--- config.mk ---
export PLATFORM = sky130hd
export DESIGN_NAME = feature_loader
export DESIGN_NICKNAME = d
export VERILOG_FILES = /design/src/rtl/feature_loader.sv
export SDC_FILE = /design/constraint.sdc
export NUM_CORES = 1
export LEC_CHECK = 0
export CAP_MARGIN = 20
export CORE_UTILIZATION = 46
export CTS_CLUSTER_SIZE = 12
export DETAILED_ROUTE_END_ITERATION = 8
export GPL_TIMING_DRIVEN = 0
export PLACE_DENSITY_LB_ADDON = 0.25
export SYNTH_ARGS = -nofsm -noshare
export SYNTH_HDL_FRONTEND = slang
export SYNTH_SLANG_ARGS = --single-unit
--- constraint.sdc ---
create_clock -name clk -period 8.86 [get_ports clk]
set_clock_uncertainty 0.05 [all_clocks]
set_input_delay 1.772 -clock clk [delete_from_list [all_inputs] [get_ports clk]]
set_output_delay 1.772 -clock clk [all_outputs]
set_load 0.05 [all_outputs]
--- src/rtl/feature_loader.sv ---
// feature_loader: streams feature words into a RAM, then raises acc_enable for a fixed window
// after a fixed idle delay following the last write.
module feature_loader #(
    parameter int DATA_W      = 128,
    parameter int ADDR_W      = 5,
    parameter int START_DELAY = 5,
    parameter int ENABLE_LEN  = 10
) (
    input  logic              clk,
    input  logic              rst,
    input  logic              load_start,
    input  logic [ADDR_W-1:0] base_addr,
    input  logic [ADDR_W:0]   word_count,
    input  logic              abort,
    input  logic [DATA_W-1:0] s_data,
    input  logic              s_valid,
    output logic              s_ready,
    output logic              ram_we,
    output logic [ADDR_W-1:0] ram_addr,
    output logic [DATA_W-1:0] ram_wdata,
    output logic              acc_enable,
    output logic              busy,
    output logic              done,
    output logic [ADDR_W:0]   words_loaded
);
    localparam int CNT_MAX = START_DELAY > ENABLE_LEN ? START_DELAY : ENABLE_LEN;
    localparam int CNT_W = $clog2(CNT_MAX + 1);
    localparam logic [ADDR_W:0] WL_ONE = 1;
    localparam logic [CNT_W-1:0] CNT_ONE = 1;
    typedef enum logic [1:0] {IDLE, LOAD, WAIT, RUN} state_t;
    state_t            r_state;
    logic [ADDR_W-1:0] r_base;
    logic [ADDR_W:0]   r_count;
    logic [CNT_W-1:0]  r_cnt;
    logic              w_accept;
    logic              w_last;
    assign s_ready  = r_state == LOAD && words_loaded < r_count;
    assign busy     = r_state != IDLE;
    assign w_accept = s_valid && s_ready;
    assign w_last   = words_loaded + WL_ONE == r_count;
    // WAIT spans START_DELAY+1 cycles: its first cycle carries the final ram_we pulse.
    always_ff @(posedge clk or posedge rst) begin
        if (rst) begin
            r_state      <= IDLE;
            r_base       <= '0;
            r_count      <= '0;
            r_cnt        <= '0;
            ram_we       <= 1'b0;
            ram_addr     <= '0;
            ram_wdata    <= '0;
            acc_enable   <= 1'b0;
            done         <= 1'b0;
            words_loaded <= '0;
        end else begin
            ram_we <= w_accept;
            done   <= 1'b0;
            if (w_accept) begin
                ram_addr     <= r_base + words_loaded[ADDR_W-1:0];
                ram_wdata    <= s_data;
                words_loaded <= words_loaded + WL_ONE;
            end
            if (abort) begin
                r_state    <= IDLE;
                acc_enable <= 1'b0;
            end else begin
                case (r_state)
                    IDLE: if (load_start) begin
                        r_base       <= base_addr;
                        r_count      <= word_count;
                        words_loaded <= '0;
                        r_cnt        <= '0;
                        r_state      <= word_count == '0 ? WAIT : LOAD;
                    end
                    LOAD: if (w_accept && w_last) begin
                        r_state <= WAIT;
                        r_cnt   <= '0;
                    end
                    WAIT: if (r_cnt == CNT_W'(START_DELAY)) begin
                        r_state    <= RUN;
                        r_cnt      <= '0;
                        acc_enable <= 1'b1;
                    end else begin
                        r_cnt <= r_cnt + CNT_ONE;
                    end
                    RUN: if (r_cnt == CNT_W'(ENABLE_LEN - 1)) begin
                        r_state    <= IDLE;
                        acc_enable <= 1'b0;
                        done       <= 1'b1;
                    end else begin
                        r_cnt <= r_cnt + CNT_ONE;
                    end
                    default: r_state <= IDLE;
                endcase
            end
        end
    end
endmodule

## Yosys cells after proc, flatten, opt, wreduce, memory -nomap -nowiden

Index checks and enable logic that the tools add are counted.

| storage, ports and cells | value |
|---|---|
| flip-flop bits (word level) | 159 |
| latch bits | 0 |
| memory bits (writable) | 0 |
| bits in read-only memories | 0 |
| input port bits | 144 |
| memories kept | 0 |

| operators by class | value |
|---|---|
| add/sub/neg operators | 3 |
| multipliers | 0 |
| div/mod/pow operators | 0 |
| order comparisons | 1 |
| equal/unequal tests | 13 |
| shift-type cells | 0 |
| muxes and demuxes | 23 |
| bitwise logic cells | 1 |
| reductions and logical operators | 11 |

Operators with widths:

| kind | number |
|---|---|
| 2-to-1 mux 6 bit | 4 |
| 2-to-1 mux 4 bit | 4 |
| one-hot mux 4 bit (4 select lines) | 1 |
| 2-to-1 mux 2 bit | 6 |
| != test 3 bit, second input constant | 3 |
| one-hot mux 2 bit (4 select lines) | 1 |
| AND reduction 4 bit | 2 |
| adder 6 x 1 -> 6 bit, second input constant | 1 |
| == test 6 bit | 1 |
| logical NOT 6 bit | 1 |
| less-than comparator 6 bit | 1 |
| 2-to-1 mux 1 bit | 6 |
| AND reduction 3 bit | 2 |
| adder 5 bit | 1 |
| adder 4 x 1 -> 4 bit, second input constant | 1 |
| == test 2 bit, second input constant | 2 |
| == test 4 x 3 -> 1 bit, second input constant | 1 |
| == test 4 bit, second input constant | 1 |
| != test 2 bit, second input constant | 2 |
| logical AND 1 bit | 3 |
| != test 3 x 2 -> 1 bit, second input constant | 1 |
| nonzero test 3 bit | 1 |
| == test 2 x 1 -> 1 bit, second input constant | 1 |
| logical NOT 2 bit | 1 |
| 4 further kinds | 4 |

## Logic depth before layout (Yosys ltp)

Gate-level depths: netlist of run 1.

| depth | value |
|---|---|
| depth in word-level cells | 7 |
| gate-level depth with buffers | 10 |

## Worst setup path after synthesis of run 1

Ideal clock, no wire load.

| timing | value |
|---|---|
| path kind | flip-flop to output port |
| start point | reg words_loaded[3] |
| end point | out s_ready |
| arrival time | 1.843 ns |
| path slack | 5.195 ns |
| cell stages (with the launch flop) | 5 |
| path buffers | 0 |
| cell sequence | dfrtp_1 -> ha_1 -> and4_1 -> o21ai_1 -> o211a_1 |

| on the way | value |
|---|---|
| longest elaborated chain between the ends | 2 |

Ends and longest elaborated chain:

| element | line | RTL |
|---|---|---|
| start, declared | 24 | `output logic [ADDR_W:0] words_loaded` |
| start signal, assigned | 60 | `words_loaded <= words_loaded + WL_ONE;` |
| less-than comparator 6 bit | 37 | `assign s_ready = r_state == LOAD && words_loaded < r_count;` |
| logical AND 1 bit | 37 |  |
| end, declared | 17 | `output logic s_ready,` |

No other way between the ends.

## Final worst setup path of run 1

Ends and elaborated chain as after synthesis.

==> run_results.csv, run 1 <==
group,metric,value,unit
clock_network,cts.repair.resized,0,
sta,tns,0,ns
critical_path,cpPeakStageDelay,0.79,ns
sta,period_share,50.0,%
synthesis,async_flop_share,100,%
floorplan,start_util,47.6,%
synthesis,synth_top_area_cell,"dfrtp_1",
synthesis,synth_fp_nets,910,
finish,area_growth,54.9,%
grt,overflow,0,
synthesis,seq_area_frac_synth,59.5,%
synthesis,avgSynthCellArea,8.94,sq um
synthesis,synthTopCellsByArea,"dfrtp_1 60%, nand2_1 24%, ha_1 3.2%",
synthesis,synth.top_cell.area_share,59.5,%
critical_path,crit_family,"buffers and inverters",
floorplan,fp-row-count,43,
route,ant_nets,0,
clock_network,clk_pin_slew,0.06,ns
floorplan,dieArea,15000,sq um
power,powerDensity,417,nW/um^2
critical_path,crit_path_top_delay_cell,"clkdlybuf4s50_1",
synthesis,synthesis.area,6690,sq um
synthesis,synthFlopType,"dfrtp_1",
worst_hold_path,hold_path_class,"reg2reg",
critical_path,timing.rr.start,"words_loaded[3]",
sta,setup_viol,0,
clock_network,hold_buffers,0,
clock_network,cts-root-buf,"clkbuf_16",
worst_hold_path,hp-start,"ram_addr[0]",
sta,tightest_slew,0.665,ns
critical_path,worst-path-buf-inv,1,
synthesis,synth_edf_count,0,
critical_path,reg2reg_slack,5.88,ns
finish,nFillCells,1062,
grt,grt_start_max_net_pins,90,
finish,drive_gt1_share,4.32,%
critical_path,path_class,"reg2out",
synthesis,ys_ff_latch,159,
run_status,outcome,"complete, no violations",
clock_network,cts_buffer_depth,2,
grt,grt_pass1_wl,29.5,mm
sta,max_slew_margin,55.7,%
route,drt_iter0_drc,355,
placement,place_congestion,0.818,
synthesis,synth_most_common_cell,"nand2_1",
clock_network,post_cts_buffers,0,
sta,finalMaxSlewViolations,0,
floorplan,num_io_pins,288,
route,vias,6015,
clock_network,cts_buffers,17,
floorplan,die_y,123,um
sta,post-route-min-period,4.43,ns
grt,grt_pass1_vias,5935,
finish,antenna_cells,0,
synthesis,ys_types,47,
sta,max_freq,226,MHz
critical_path,end_kind,"output port",
critical_path,arrival,2.61,ns
flow_run,maxCapViolations,0,
placement,dp_hpwl,14.2,mm
clock_network,cts_sinks,159,
floorplan,die_w,123,um
route,dr.pass1.iters,4,
synthesis,netlist_top_cells_count,"423 x nand2_1, 159 x dfrtp_1, 25 x clkbuf_1, 17 x ha_1, 16 x inv_1",
placement,port_buffers,286,
route,wl,19.2,mm
critical_path,critPathLaunchType,"register",
route,wl_per_cell,15.4,um
route,drc_errors,0,
synthesis,yosys_warnings,0,
sta,grt_setup_unrepaired,"false",
grt,antenna_found_initial,0,
finish,num-nets-final,1216,
floorplan,core_area,14000,sq um
grt,grt.total_usage,26.1,%
power,worst_ir_drop_vdd,0.000243,V
sta,hold_viol,0,
route,viasPerCell,4.83,
clock_network,cts_htree_levels,4,
clock_network,insertion_delay,0.42,ns
clock_network,cts_tree,"yes",
critical_path,cp_cell_sequence,"ha_1, and4_1, o21ai_1, o211a_1, clkdlybuf4s50_1",
critical_path,critical_path_required,7.04,ns
synthesis,syn_inst,748,
power,cellLeakagePower,5.05,nW
critical_path,crit_fanout,9,
finish,utilization,73.7,%
critical_path,startpoint,"words_loaded[3]",
where the power goes:
part | total (mW) | leakage [nW] | switching, mW | internal [mW]
clock | 0.679 | 0.271 | 0.273 | 0.406
sequential | 1.23 | 2.01 | 0.182 | 1.04
combinational | 2.41 | 2.77 | 1.64 | 0.772
through the flow:
step | area, sq um | std cells | setup WS (ns) | power (mW) | hold slack [ns]
2_1_floorplan | 6690 | 748 | 2.75 | 2.78 | 0.399
3_3_place_gp | 9770 | 1214 | 0.595 | 3.60 | 0.406
3_5_place_dp | 9810 | 1215 | 4.79 | 3.65 | 0.411
4_1_cts | 10400 | 1246 | 4.42 | 4.35 | 0.426
5_1_grt | 10400 | 1246 | 4.29 | 4.55 | 0.435
6_report | 10400 | 1246 | 4.43 | 4.32 | 0.420
routing by layer:
metal  vias up  part of all wire [%]  track usage, %
met5         -                     0               0
met2       261                    48            43.5
li1       2946                     -               -
met1      2761                    39            29.6
met3        47                   9.3            9.85
met4         0                   3.3            12.3
state kept, by name, summed over array words and instances (netlist names):
signal        flops
r_count           6
acc_enable        1
done              1
ram_wdata       128
r_base            5
ram_addr          5
r_state           2
ram_we            1
r_cnt             4
words_loaded      6
area by class of cell:
type	instances	area, sq um	area share, %
buffer	33	129	1.24
clock buffer	25	485	4.69
clock inverter	6	58.8	0.568
inverter	17	71.3	0.689
multi-input combinational	539	2510	24.3
sequential	159	3980	38.4
tap	180	225	2.18
timing repair buffer	287	2890	27.9
tightest hold or removal path, cell delays in order (launching register included):
cell and delay [ns]:
dfrtp_1 0.34, nand2_1 0.05, nand2_1 0.05
cell families after synthesis:
| logic type | count (synthesis) | share of synthesized area [%] |
|---|---|---|
| flip-flops | 159 | 59.5 |
| AND/OR/NAND/NOR | 459 | 26.9 |
| adder cells (fa/ha/maj) | 18 | 3.48 |
| buffers and inverters | 50 | 2.88 |
| XOR/XNOR | 13 | 1.70 |
| AO/OA/AOI/OAI | 47 | 5.03 |
| multiplexers | 2 | 0.449 |
path summary, 6_finish.rpt:
| path | cells after the start | to |
|---|---|---|
| setup reg to reg | 9 | ram_wdata[34] |
| min in group asynchronous | 2 | ram_wdata[77] |
| hold / removal | 2 | ram_addr[0] |
| setup / recovery | 5 | s_ready |
| hold reg to reg | 2 | ram_addr[0] |
| max in group asynchronous | 3 | ram_wdata[5] |
cells in the final DEF (no fill, tap or decap), types with 10 or more instances in the layout:
cell type and instances:
nor2_1 10, nand2_1 423, o21ai_0 15, inv_1 15, clkbuf_16 17, a21oi_1 10, clkdlybuf4s50_1 286, clkbuf_1 30
dfrtp_1 159, ha_1 17
No activity file was read; power rests on OpenSTA's default activity.
==> inputs of run 2 (changes only) <==
--- a/config.mk
+++ b/config.mk
@@ -6,7 +6,7 @@
 export NUM_CORES = 1
 export LEC_CHECK = 0
 export CAP_MARGIN = 20
-export CORE_UTILIZATION = 46
+export CORE_UTILIZATION = 38
 export CTS_CLUSTER_SIZE = 12
 export DETAILED_ROUTE_END_ITERATION = 8
 export GPL_TIMING_DRIVEN = 0
==> constraint.sdc (replaced) <==
create_clock -name clk -period 3.6 [get_ports clk]
set_clock_uncertainty 0.05 [all_clocks]
set_input_delay 0.72 -clock clk [delete_from_list [all_inputs] [get_ports clk]]
set_output_delay 0.72 -clock clk [all_outputs]
set_load 0.05 [all_outputs]
==> run 2 against run 1 <==
Compared with the run above: sequential share of layout area down 0.45 points; clock power rose to 2.5 times the previous value; combinational power rose by 140%; die area rose by 21%; setup slack lost 4.2 ns; core utilization decreased by 13 points; clock-buffer cell count fell by 7; wire length shrank 1.8%; critical path depth unchanged; hold slack better by 0.00059 ns.
==> run_results.csv, run 2 (synthesis gave the netlist of run 1 again) <==
group,metric,value,unit
sta,period_share,94.4,%
floorplan,dieArea,18100,sq um
finish,nFillCells,1530,
placement,dp_hpwl,14.1,mm
finish,antenna_cells,0,
route,ant_nets,0,
critical_path,critical_path_required,2.83,ns
floorplan,die_w,135,um
sta,hold_viol,0,
grt,antenna_found_initial,0,
critical_path,reg2reg_depth,9,
route,wl_per_cell,14.5,um
finish,layout_common_cells,"423 x nand2_1, 286 x clkdlybuf4s50_1, 159 x dfrtp_1",
critical_path,path_class,"reg2out",
sta,finalMaxSlewViolations,0,
run_status,outcome,"complete, no violations",
critical_path,arrival,2.63,ns
sta,max_freq,294,MHz
worst_hold_path,hold_depth,2,
route,wl,18.8,mm
sta,post-route-min-period,3.40,ns
floorplan,fp-row-count,48,
critical_path,timing.rr.start,"words_loaded[3]",
route,met3_length,1.66,mm
sta,setup_viol,0,
critical_path,cpPeakStageDelay,0.79,ns
critical_path,crit_family,"buffers and inverters",
floorplan,num_io_pins,288,
clock_network,cts-root-buf,"clkbuf_16",
finish,design_area,10500,sq um
finish,regMostFlops,"ram_wdata",
clock_network,cts_buffers,17,
flow_run,maxCapViolations,0,
power,power,10.6,mW
floorplan,core_area,17200,sq um
grt,grt_start_max_net_pins,41,
floorplan,start_util,38.8,%
finish,area_growth,56.7,%
worst_hold_path,hold_path_class,"reg2reg",
critical_path,cp_cell_sequence,"ha_1, and4_1, o21ai_1, o211a_1, clkdlybuf4s50_1",
grt,grt_pass1_wl,29.5,mm
route,viasPerCell,4.57,
placement,port_buffers,286,
critical_path,crit_fanout,9,
route,m1WireLength,7.81,mm
power,powerDensity,1020,nW/um^2
worst_hold_path,hp-start,"ram_wdata[65]",
placement,place_area,9910,sq um
critical_path,worst-path-buf-inv,1,
clock_network,clk_pin_slew,0.06,ns
clock_network,cts_buffer_depth,2,
clock_network,cts_tree,"yes",
route,vias,5918,
route,drc_errors,0,
finish,final_common_cell,"nand2_1",
finish,largest_reg_flops,128,
power,cellLeakagePower,5.06,nW
worst_hold_path,whs_endpoint,"ram_wdata[65]",
grt,grt.total_usage,21.1,%
clock_network,cts_sinks,159,
finish,num-nets-final,1219,
sta,tightest_slew,0.723,ns
route,drt_iter0_drc,272,
finish,drive_gt1_share,5.05,%
finish,reg_top3,"ram_wdata: 128 flops, r_count: 6 flops, words_loaded: 6 flops",
clock_network,cts.repair.resized,0,
route,top_layer,"met4",
clock_network,hold_buffers,0,
critical_path,critPathLaunchType,"register",
clock_network,insertion_delay,0.42,ns
clock_network,cts_htree_levels,4,
floorplan,die_y,135,um
route,wl_met2,9.11,mm
critical_path,crit_path_top_delay_cell,"clkdlybuf4s50_1",
critical_path,end_kind,"output port",
sta,max_slew_margin,51.7,%
critical_path,r2r-end,"ram_wdata[2]",
grt,overflow,0,
placement,place_congestion,0.820,
critical_path,reg2reg_slack,0.54,ns
sta,grt_setup_unrepaired,"false",
power,worst_ir_drop_vdd,0.000567,V
route,dr.pass1.iters,6,
grt,grt_pass1_vias,5741,
clock_network,post_cts_buffers,0,
==> run 2: cell types whose count changed in the layout (fill, tap and decap cells not counted) <==
cell	delta
buf_12	+4
buf_16	-1
clkbuf_1	-4
clkbuf_8	-3
clkinv_2	-2
clkinv_4	-1
clkinvlp_4	+6
inv_6	+5
==> run 2: how the worst max path moves through the flow <==
| stage | start | end | slack [ns] | cells after the start |
|---|---|---|---|---|
| 6_report | words_loaded[3] | s_ready | 0.20 | 5 |
| 5_1_grt | words_loaded[3] | s_ready | 0.06 | 5 |
| 4_1_cts | words_loaded[3] | s_ready | 0.18 | 5 |
| 3_5_place_dp | s_valid | ram_wdata[122] | 0.46 | 7 |
| 3_3_place_gp | rst | ram_wdata[109] | -0.65 | 2 |
| 2_1_floorplan | rst | acc_enable | 0.82 | 1 |
==> run 2: final cells by class <==
class	instances	area, sq um	share of cell area (%)
inverters	17	67.6	0.645
flip-flops and latches	159	3980	38.0
clock inverters	14	133	1.27
plain buffers	33	129	1.23
well taps	225	282	2.69
clock buffers	18	429	4.10
multi-input cells	539	2510	24.0
repair buffers	290	2940	28.1
==> run 2: routing by layer <==
metal  GRT usage (%)  vias up
met4            6.37        0
met3            8.00       22
li1                -     2957
met1            25.6     2723
met5               0        -
met2            34.8      216
==> run 2: where the power goes <==
part / internal (mW) / switching (mW) / leakage, nW
combinational: 1.91 / 3.99 / 2.79
sequential: 2.57 / 0.446 / 2.01
clock: 0.964 / 0.767 / 0.262
==> run 2: worst register-to-register path: stages, from the launching register on <==
cell and delay, ns:
dfrtp_1 0.50, ha_1 0.36, and4_1 0.19, o21ai_1 0.17
o2111ai_4 0.30, inv_2 0.29, clkbuf_1 0.50, clkbuf_1 0.43
nand2_1 0.14, nand2_1 0.09
==> run 2: stage by stage <==
step | std cells | TNS, ns | util (%) | setup WS [ns] | hold slack [ns]
floorplan | 748 | 0 | - | 0.815 | 0.399
global placement | 1259 | -102.43 | 57.0 | -0.650 | 0.406
detailed placement | 1263 | 0 | 57.5 | 0.456 | 0.411
CTS | 1295 | 0 | 60.8 | 0.178 | 0.427
global route | 1295 | 0 | 60.8 | 0.0632 | 0.437
finish | 1295 | 0 | 60.8 | 0.200 | 0.420
